`src/rtl/snes_port_pkg.sv`:
```
// Shared types and constants for the SNES controller-port scheduler.
// Holds the device-mode and serial-protocol state encodings plus the mouse clamp helper.
package snes_port_pkg;

  typedef enum logic [1:0] {
    PM_PAD   = 2'd0,
    PM_MOUSE = 2'd1,
    PM_GUN   = 2'd2,
    PM_NONE  = 2'd3
  } port_mode_t;

  typedef enum logic [1:0] {
    IDLE  = 2'd0,
    LATCH = 2'd1,
    SHIFT = 2'd2,
    DONE  = 2'd3
  } state_t;

  localparam int         PAD_BITS   = 16;
  localparam int         MOUSE_BITS = 32;
  localparam int         MAG_MAX    = 127;
  localparam logic [3:0] MOUSE_SIG  = 4'b0001;

  // Saturate a widened motion sum to +/-MAG_MAX and return it at accumulator width.
  function automatic logic signed [9:0] clamp_mag(input logic signed [11:0] v);
    logic signed [11:0] hi;
    logic signed [11:0] lo;
    logic signed [11:0] r;
    hi = 12'(MAG_MAX);
    lo = -hi;
    if (v > hi) begin
      r = hi;
    end else if (v < lo) begin
      r = lo;
    end else begin
      r = v;
    end
    return r[9:0];
  endfunction

endpackage

```
`src/rtl/snes_port_ctrl_mouse_accum.sv`:
```
// Mouse motion accumulator: packet-toggle detection, sensitivity scaling, clamping,
// snapshot-and-clear on read, and sign/magnitude view of the accumulated motion.
module mouse_accum
  import snes_port_pkg::*;
(
  input  logic       CLK,
  input  logic       RESET,
  input  logic       pkt_tog,
  input  logic [7:0] dx,
  input  logic [7:0] dy,
  input  logic       dx_sign,
  input  logic       dy_sign,
  input  logic [1:0] btn,
  input  logic       sens_adv,
  input  logic       snap,
  output logic [1:0] sens,
  output logic [1:0] btn_lat,
  output logic       x_dir,
  output logic [6:0] x_mag,
  output logic       y_dir,
  output logic [6:0] y_mag
);

  logic               tog_q_r;
  logic [1:0]         sens_r;
  logic [1:0]         btn_r;
  logic signed [9:0]  acc_x_r;
  logic signed [9:0]  acc_y_r;
  logic               pkt_s;
  logic signed [11:0] dx_sh_s;
  logic signed [11:0] dy_sh_s;
  logic signed [11:0] base_x_s;
  logic signed [11:0] base_y_s;
  logic signed [9:0]  acc_x_nxt_s;
  logic signed [9:0]  acc_y_nxt_s;
  logic signed [9:0]  neg_x_s;
  logic signed [9:0]  neg_y_s;

  // Next accumulator values; a snapshot zeroes the base so a coincident packet survives.
  always_comb begin
    pkt_s       = pkt_tog ^ tog_q_r;
    dx_sh_s     = $signed({{3{dx_sign}}, dx_sign, dx}) <<< sens_r;
    dy_sh_s     = $signed({{3{dy_sign}}, dy_sign, dy}) <<< sens_r;
    base_x_s    = snap ? 12'sd0 : {{2{acc_x_r[9]}}, acc_x_r};
    base_y_s    = snap ? 12'sd0 : {{2{acc_y_r[9]}}, acc_y_r};
    acc_x_nxt_s = clamp_mag(base_x_s + dx_sh_s);
    acc_y_nxt_s = clamp_mag(base_y_s - dy_sh_s);
  end

  // Sign/magnitude view: negative X is left, negative Y (after flip) is up.
  always_comb begin
    neg_x_s = -acc_x_r;
    neg_y_s = -acc_y_r;
    x_dir   = acc_x_r[9];
    y_dir   = acc_y_r[9];
    if (acc_x_r[9]) begin
      x_mag = neg_x_s[6:0];
    end else begin
      x_mag = acc_x_r[6:0];
    end
    if (acc_y_r[9]) begin
      y_mag = neg_y_s[6:0];
    end else begin
      y_mag = acc_y_r[6:0];
    end
  end

  // Packet edge register, sensitivity cycle, button latch and accumulators.
  always_ff @(posedge CLK) begin
    if (RESET) begin
      tog_q_r <= 1'b0;
      sens_r  <= 2'd0;
      btn_r   <= 2'd0;
      acc_x_r <= 10'sd0;
      acc_y_r <= 10'sd0;
    end else begin
      tog_q_r <= pkt_tog;
      if (sens_adv) begin
        sens_r <= (sens_r == 2'd2) ? 2'd0 : sens_r + 2'd1;
      end
      if (pkt_s) begin
        btn_r <= btn;
      end
      if (snap || pkt_s) begin
        acc_x_r <= pkt_s ? acc_x_nxt_s : 10'sd0;
        acc_y_r <= pkt_s ? acc_y_nxt_s : 10'sd0;
      end
    end
  end

  assign sens    = sens_r;
  assign btn_lat = btn_r;

endmodule

```
`src/rtl/snes_port_ctrl.sv`:
```
// One SNES controller port: picks pad, mouse, gun or nothing, and runs the
// latch/clock serial protocol towards the CPU joypad logic.
module snes_port_ctrl
  import snes_port_pkg::*;
(
  input  logic        CLK,
  input  logic        RESET,
  input  logic [1:0]  MODE,
  input  logic [11:0] JOY,
  input  logic [24:0] MOUSE,
  input  logic        PORT_LATCH,
  input  logic        PORT_CLK,
  output logic [1:0]  PORT_DO,
  output logic        PORT_P6,
  output logic        GUN_LATCH,
  output logic        GUN_CLK,
  input  logic [1:0]  GUN_DO,
  input  logic        GUN_P6,
  output logic [1:0]  SENS
);

  logic                  latch_q_r;
  logic                  clk_q_r;
  state_t                state_r;
  port_mode_t            mode_r;
  logic [MOUSE_BITS-1:0] shift_r;
  logic [5:0]            cnt_r;

  logic                  latch_rise_s;
  logic                  latch_fall_s;
  logic                  clk_rise_s;
  logic                  sens_adv_s;
  logic                  snap_s;
  logic [5:0]            cnt_inc_s;
  logic [5:0]            len_s;
  logic [MOUSE_BITS-1:0] report_s;
  logic [1:0]            btn_s;
  logic                  x_dir_s;
  logic                  y_dir_s;
  logic [6:0]            x_mag_s;
  logic [6:0]            y_mag_s;
  logic                  unused_s;

  assign unused_s = ^{MOUSE[7:6], MOUSE[3:2]};

  mouse_accum u_mouse (
    .CLK      (CLK),
    .RESET    (RESET),
    .pkt_tog  (MOUSE[24]),
    .dx       (MOUSE[15:8]),
    .dy       (MOUSE[23:16]),
    .dx_sign  (MOUSE[4]),
    .dy_sign  (MOUSE[5]),
    .btn      (MOUSE[1:0]),
    .sens_adv (sens_adv_s),
    .snap     (snap_s),
    .sens     (SENS),
    .btn_lat  (btn_s),
    .x_dir    (x_dir_s),
    .x_mag    (x_mag_s),
    .y_dir    (y_dir_s),
    .y_mag    (y_mag_s)
  );

  // Pin edges, live report for the latched mode, and its serial length.
  always_comb begin
    latch_rise_s = PORT_LATCH & ~latch_q_r;
    latch_fall_s = ~PORT_LATCH & latch_q_r;
    clk_rise_s   = PORT_CLK & ~clk_q_r;
    sens_adv_s   = (state_r == LATCH) && (mode_r == PM_MOUSE) && PORT_LATCH && clk_rise_s;
    snap_s       = (state_r == LATCH) && (mode_r == PM_MOUSE) && latch_fall_s;
    cnt_inc_s    = (cnt_r == 6'd63) ? 6'd63 : cnt_r + 6'd1;
    case (mode_r)
      PM_PAD: begin
        report_s = {JOY, 4'b0000, 16'hFFFF};
        len_s    = 6'(PAD_BITS);
      end
      PM_MOUSE: begin
        report_s = {8'h00, btn_s, SENS, MOUSE_SIG, y_dir_s, y_mag_s, x_dir_s, x_mag_s};
        len_s    = 6'(MOUSE_BITS);
      end
      default: begin
        report_s = {MOUSE_BITS{1'b1}};
        len_s    = 6'(PAD_BITS);
      end
    endcase
  end

  // Serial protocol FSM; a latch rise from SHIFT or DONE restarts the read.
  always_ff @(posedge CLK) begin
    if (RESET) begin
      latch_q_r <= 1'b0;
      clk_q_r   <= 1'b0;
      state_r   <= IDLE;
      mode_r    <= PM_PAD;
      shift_r   <= {MOUSE_BITS{1'b0}};
      cnt_r     <= 6'd0;
    end else begin
      latch_q_r <= PORT_LATCH;
      clk_q_r   <= PORT_CLK;
      case (state_r)
        IDLE: begin
          if (latch_rise_s) begin
            state_r <= LATCH;
            mode_r  <= port_mode_t'(MODE);
          end
        end
        LATCH: begin
          shift_r <= report_s;
          cnt_r   <= 6'd0;
          if (latch_fall_s) begin
            state_r <= SHIFT;
          end
        end
        SHIFT, DONE: begin
          if (latch_rise_s) begin
            state_r <= LATCH;
            mode_r  <= port_mode_t'(MODE);
          end else if (clk_rise_s && (mode_r != PM_GUN)) begin
            shift_r <= {shift_r[MOUSE_BITS-2:0], 1'b1};
            cnt_r   <= cnt_inc_s;
            if ((state_r == SHIFT) && (cnt_inc_s == len_s)) begin
              state_r <= DONE;
            end
          end
        end
        default: state_r <= IDLE;
      endcase
    end
  end

  // Registered pin drivers; the gun owns the port pins only in gun mode.
  always_ff @(posedge CLK) begin
    if (RESET) begin
      PORT_DO   <= 2'b11;
      PORT_P6   <= 1'b1;
      GUN_LATCH <= 1'b0;
      GUN_CLK   <= 1'b1;
    end else begin
      case (mode_r)
        PM_GUN: begin
          PORT_DO   <= GUN_DO;
          PORT_P6   <= GUN_P6;
          GUN_LATCH <= PORT_LATCH;
          GUN_CLK   <= PORT_CLK;
        end
        PM_NONE: begin
          PORT_DO   <= 2'b11;
          PORT_P6   <= 1'b1;
          GUN_LATCH <= 1'b0;
          GUN_CLK   <= 1'b1;
        end
        default: begin
          PORT_DO   <= {1'b1, (state_r == DONE) ? 1'b0 : ~shift_r[MOUSE_BITS-1]};
          PORT_P6   <= 1'b1;
          GUN_LATCH <= 1'b0;
          GUN_CLK   <= 1'b1;
        end
      endcase
    end
  end

endmodule
```
`config.mk`:
```
export PLATFORM = sky130hd
export DESIGN_NAME = snes_port_ctrl
export DESIGN_NICKNAME = d
export VERILOG_FILES = /design/src/rtl/snes_port_pkg.sv /design/src/rtl/snes_port_ctrl_mouse_accum.sv /design/src/rtl/snes_port_ctrl.sv
export SDC_FILE = /design/constraint.sdc
export NUM_CORES = 1
export LEC_CHECK = 0
export BUFFER_PORTS_ARGS = -buffer_cell sky130_fd_sc_hd__buf_2
export CAP_MARGIN = 20
export CORE_ASPECT_RATIO = 1.25
export CORE_UTILIZATION = 40
export CTS_CLUSTER_DIAMETER = 50
export DETAILED_ROUTE_END_ITERATION = 10
export PLACE_DENSITY = 0.56
export SLEW_MARGIN = 15
export SYNTH_ARGS = -nofsm -noshare
export SYNTH_HDL_FRONTEND = slang
export SYNTH_HIERARCHICAL = 1
export SYNTH_SLANG_ARGS = --single-unit
```
`constraint.sdc`:
```
create_clock -name CLK -period 8.93 [get_ports CLK]
set_clock_uncertainty 0.2 [all_clocks]
set_input_delay 0.4465 -clock CLK [delete_from_list [all_inputs] [get_ports CLK]]
set_output_delay 0.4465 -clock CLK [all_outputs]
set_load 0.005 [all_outputs]
```
==> flow_summary.toml <==
[status]
status = "finished, final reports clean"

[synthesis]
synth_ff_type = "dfxtp_1"
yosysWarnings = 6
synth_edf_count = 0
synthCells = 661
synthSimpleGateAreaFrac = 0.220
yosys_register_bits = 74
muxShareOfSynthArea = 0.0601
synth-xor-area-share = 0.0467
ys_seq_area_frac = 0.282
synth.distinct_cells = 68
syn_area_mm2 = 0.00525
syn_nets = 734
synth.avg_cell_area_um2 = 7.94
synth_top_family_by_area = "compound AO/OA/AOI/OAI gates"
ys_async_sr_fraction = 0
yosys.area_share.adder = 0.0672
synth_compound_gate_area_share = 0.266

[die]
die_w_um = 104
initial_core_util = 0.413
dieArea_mm2 = 0.0136
num_rows = 46
die_h_um = 130
core_area_mm2 = 0.0127
boundaryPins = 53

[timing]
tns_ns = 0
setup_viol = 0
timing.fmax_mhz = 198
tightest_slew_ns = 1.01
finalCritPeriodShare = 0.566
maxSlewHeadroom = 0.328
rsz0062_at_grt = "false"
maxSlewViolCount = 0
hold_viol_final = 0
min_period_ns = 5.05
layout_setup_ws_ns = 3.88

[worst_setup_path]
arrival_ns = 5.07
rrSetupSlack_ns = 3.88
cp-endpoint = "u_mouse/acc_y_r[0]$_SDFFE_PP0P_"
worstSetupEndpointType = "flip-flop"
r2r_start = "state_r[1]$_SDFFE_PP0P_"
crit_required_ns = 8.95
r2r_cells = 13
cp-startpoint = "state_r[1]$_SDFFE_PP0P_"
rr_endpoint = "u_mouse/acc_y_r[0]$_SDFFE_PP0P_"
crit_type = "flip-flop to flip-flop"
cp_max_fo = 34
cp-start-kind = "flip-flop"

[finish]
area_delta_synth_final_pct = 11.5
nets = 757
postLayoutCoreUtil = 0.460
final_common_cell = "nand2_1"
fin_area_mm2 = 0.00585
antenna_cells = 0
drive_gt1_frac = 0.139
layout_common_cells = "nand2_1 (81), a21oi_1 (79), dfxtp_1 (74), nor2_1 (54), buf_2 (48)"

[clocking]
cts_max_level = 3
clockRootBuffer = "clkbuf_16"
cts.sinks = 74
clk_pin_slew_ns = 0.06
hold_buffers = 0
numCtsBuffers = 9
cts_setup_buffers = 0
clockBufferDepth = 2
cts_resized = 0
insertion_delay_ns = 0.33
cts_tree = "yes"

[routing]
firstDrtPassIters = 5
ant_nets = 0
routed-via-count = 4828
drt_iter0_drc = 210
drc_errors = 0
post_drt_wl_per_cell_um = 14.7
vias_per_cell = 5.63
totalWireLength_mm = 12.6

[min_path]
hold_path.class = "primary input to flip-flop"
hold_path_startpoint = "GUN_P6"

[placed_design]
dpl_cell_area_mm2 = 0.00553
dp_hpwl_mm = 9.34
port_buffers = 48
dp_slack_ns = 3.93
gp_congestion = 0.795

[power_and_ir_drop]
ir_drop_v = 0.0000949
power.leakage_nw = 2.26
p_per_area_mw_per_mm2 = 205

[grt]
grt.total_usage = 0.194
grt_overflow = 0
grt_pass1_wl_mm = 21.6
grt_max_degree = 74
grt_pass1_vias = 4640
grt_antenna_before_repair = 0

[job]
drv_cap = 0
==> cell type report <==
| type | instances | area (um2) |
|---|---|---|
| fillers | 1274 | 6870 |
| well taps | 168 | 210 |
| clock buffers | 11 | 243 |
| multi-input cells | 523 | 3470 |
| repair buffers | 55 | 293 |
| clock inverters | 5 | 77.6 |
| inverters | 21 | 78.8 |
| flip-flops and latches | 74 | 1480 |
==> per-stage QoR <==
stage          std cells  hold WS (ns)  total power, mW
6_report             857        0.0973             1.20
2_1_floorplan        661         0.232            0.732
4_1_cts              857        0.0857             1.21
3_3_place_gp         841         0.241            0.813
5_1_grt              857        0.0902             1.29
3_5_place_dp         841         0.244            0.824
==> power breakdown <==
part	total (mW)	switching (mW)	internal, mW
logic	0.421	0.242	0.179
clock network	0.383	0.132	0.251
registers	0.398	0.0336	0.365
total	1.20	0.408	0.795
==> worst max-delay path, cell delays in order, from the launching register on <==
cell      delay [ns]
dfxtp_1         0.70
clkinv_1        0.95
nand2_1         0.37
nor3_2          0.08
buf_4           0.21
nor2b_1         0.20
ha_1            0.31
a21o_2          0.27
a31o_1          0.25
a2111o_1        0.43
nand4_1         0.13
nand4_1         0.13
or4b_1          0.50
and3_1          0.19
==> kinds of logic (layout without fill, tap and decap cells) <==
family	after synthesis	in the layout
DFF	74	74
adders and majority gates	27	27
muxes	27	27
AOI/OAI and AO/OA	203	203
buffers and inverters	64	92
and+or+nand+nor	238	238
xor gates and xnor gates	28	28
==> cell usage after synthesis, types with 10 or more instances <==
cell type / number / area share
nand2_1: 81 / 0.058
a21oi_1: 79 / 0.075
dfxtp_1: 74 / 0.28
nor2_1: 54 / 0.039
nor2b_1: 28 / 0.033
clkbuf_1: 25 / 0.018
ha_1: 25 / 0.060
xnor2_1: 19 / 0.032
inv_1: 18 / 0.013
mux2i_1: 18 / 0.034
o21ai_0: 16 / 0.015
a221oi_1: 15 / 0.025
nor3_1: 13 / 0.012
o221ai_1: 13 / 0.022
nand2b_1: 11 / 0.013
a211oi_1: 10 / 0.014
nand3_1: 10 / 0.0095
o211ai_1: 10 / 0.014
==> how the worst min path moves through the flow <==
stage / endpoint / slack (ns) / depth (start not counted)
2_1_floorplan: u_mouse/btn_lat[0]$_SDFFE_PP0P_ / 0.23 / 2
3_3_place_gp: shift_r[12]$_SDFFE_PP0P_ / 0.24 / 2
3_5_place_dp: shift_r[26]$_SDFFE_PP0P_ / 0.24 / 2
4_1_cts: PORT_P6$_SDFF_PP1_ / 0.09 / 2
5_1_grt: PORT_P6$_SDFF_PP1_ / 0.09 / 2
6_report: PORT_P6$_SDFF_PP1_ / 0.1 / 2
==> metal layers <==
metal,vias up,global-route usage,share of wire
li1,2462,-,-
met4,0,0.0756,0.017
met3,15,0.0285,0.031
met5,-,0,0
met2,103,0.350,0.50
met1,2248,0.231,0.45
==> registers in the layout, summed over array words and instances (netlist names), 2 cells and up <==
name / cells
PORT_DO: 2
cnt_r: 6
mode_r: 2
shift_r: 32
state_r: 2
u_mouse/acc_x_r: 10
u_mouse/acc_y_r: 10
u_mouse/btn_lat: 2
u_mouse/sens: 2
(Power assumes the default switching activity.)
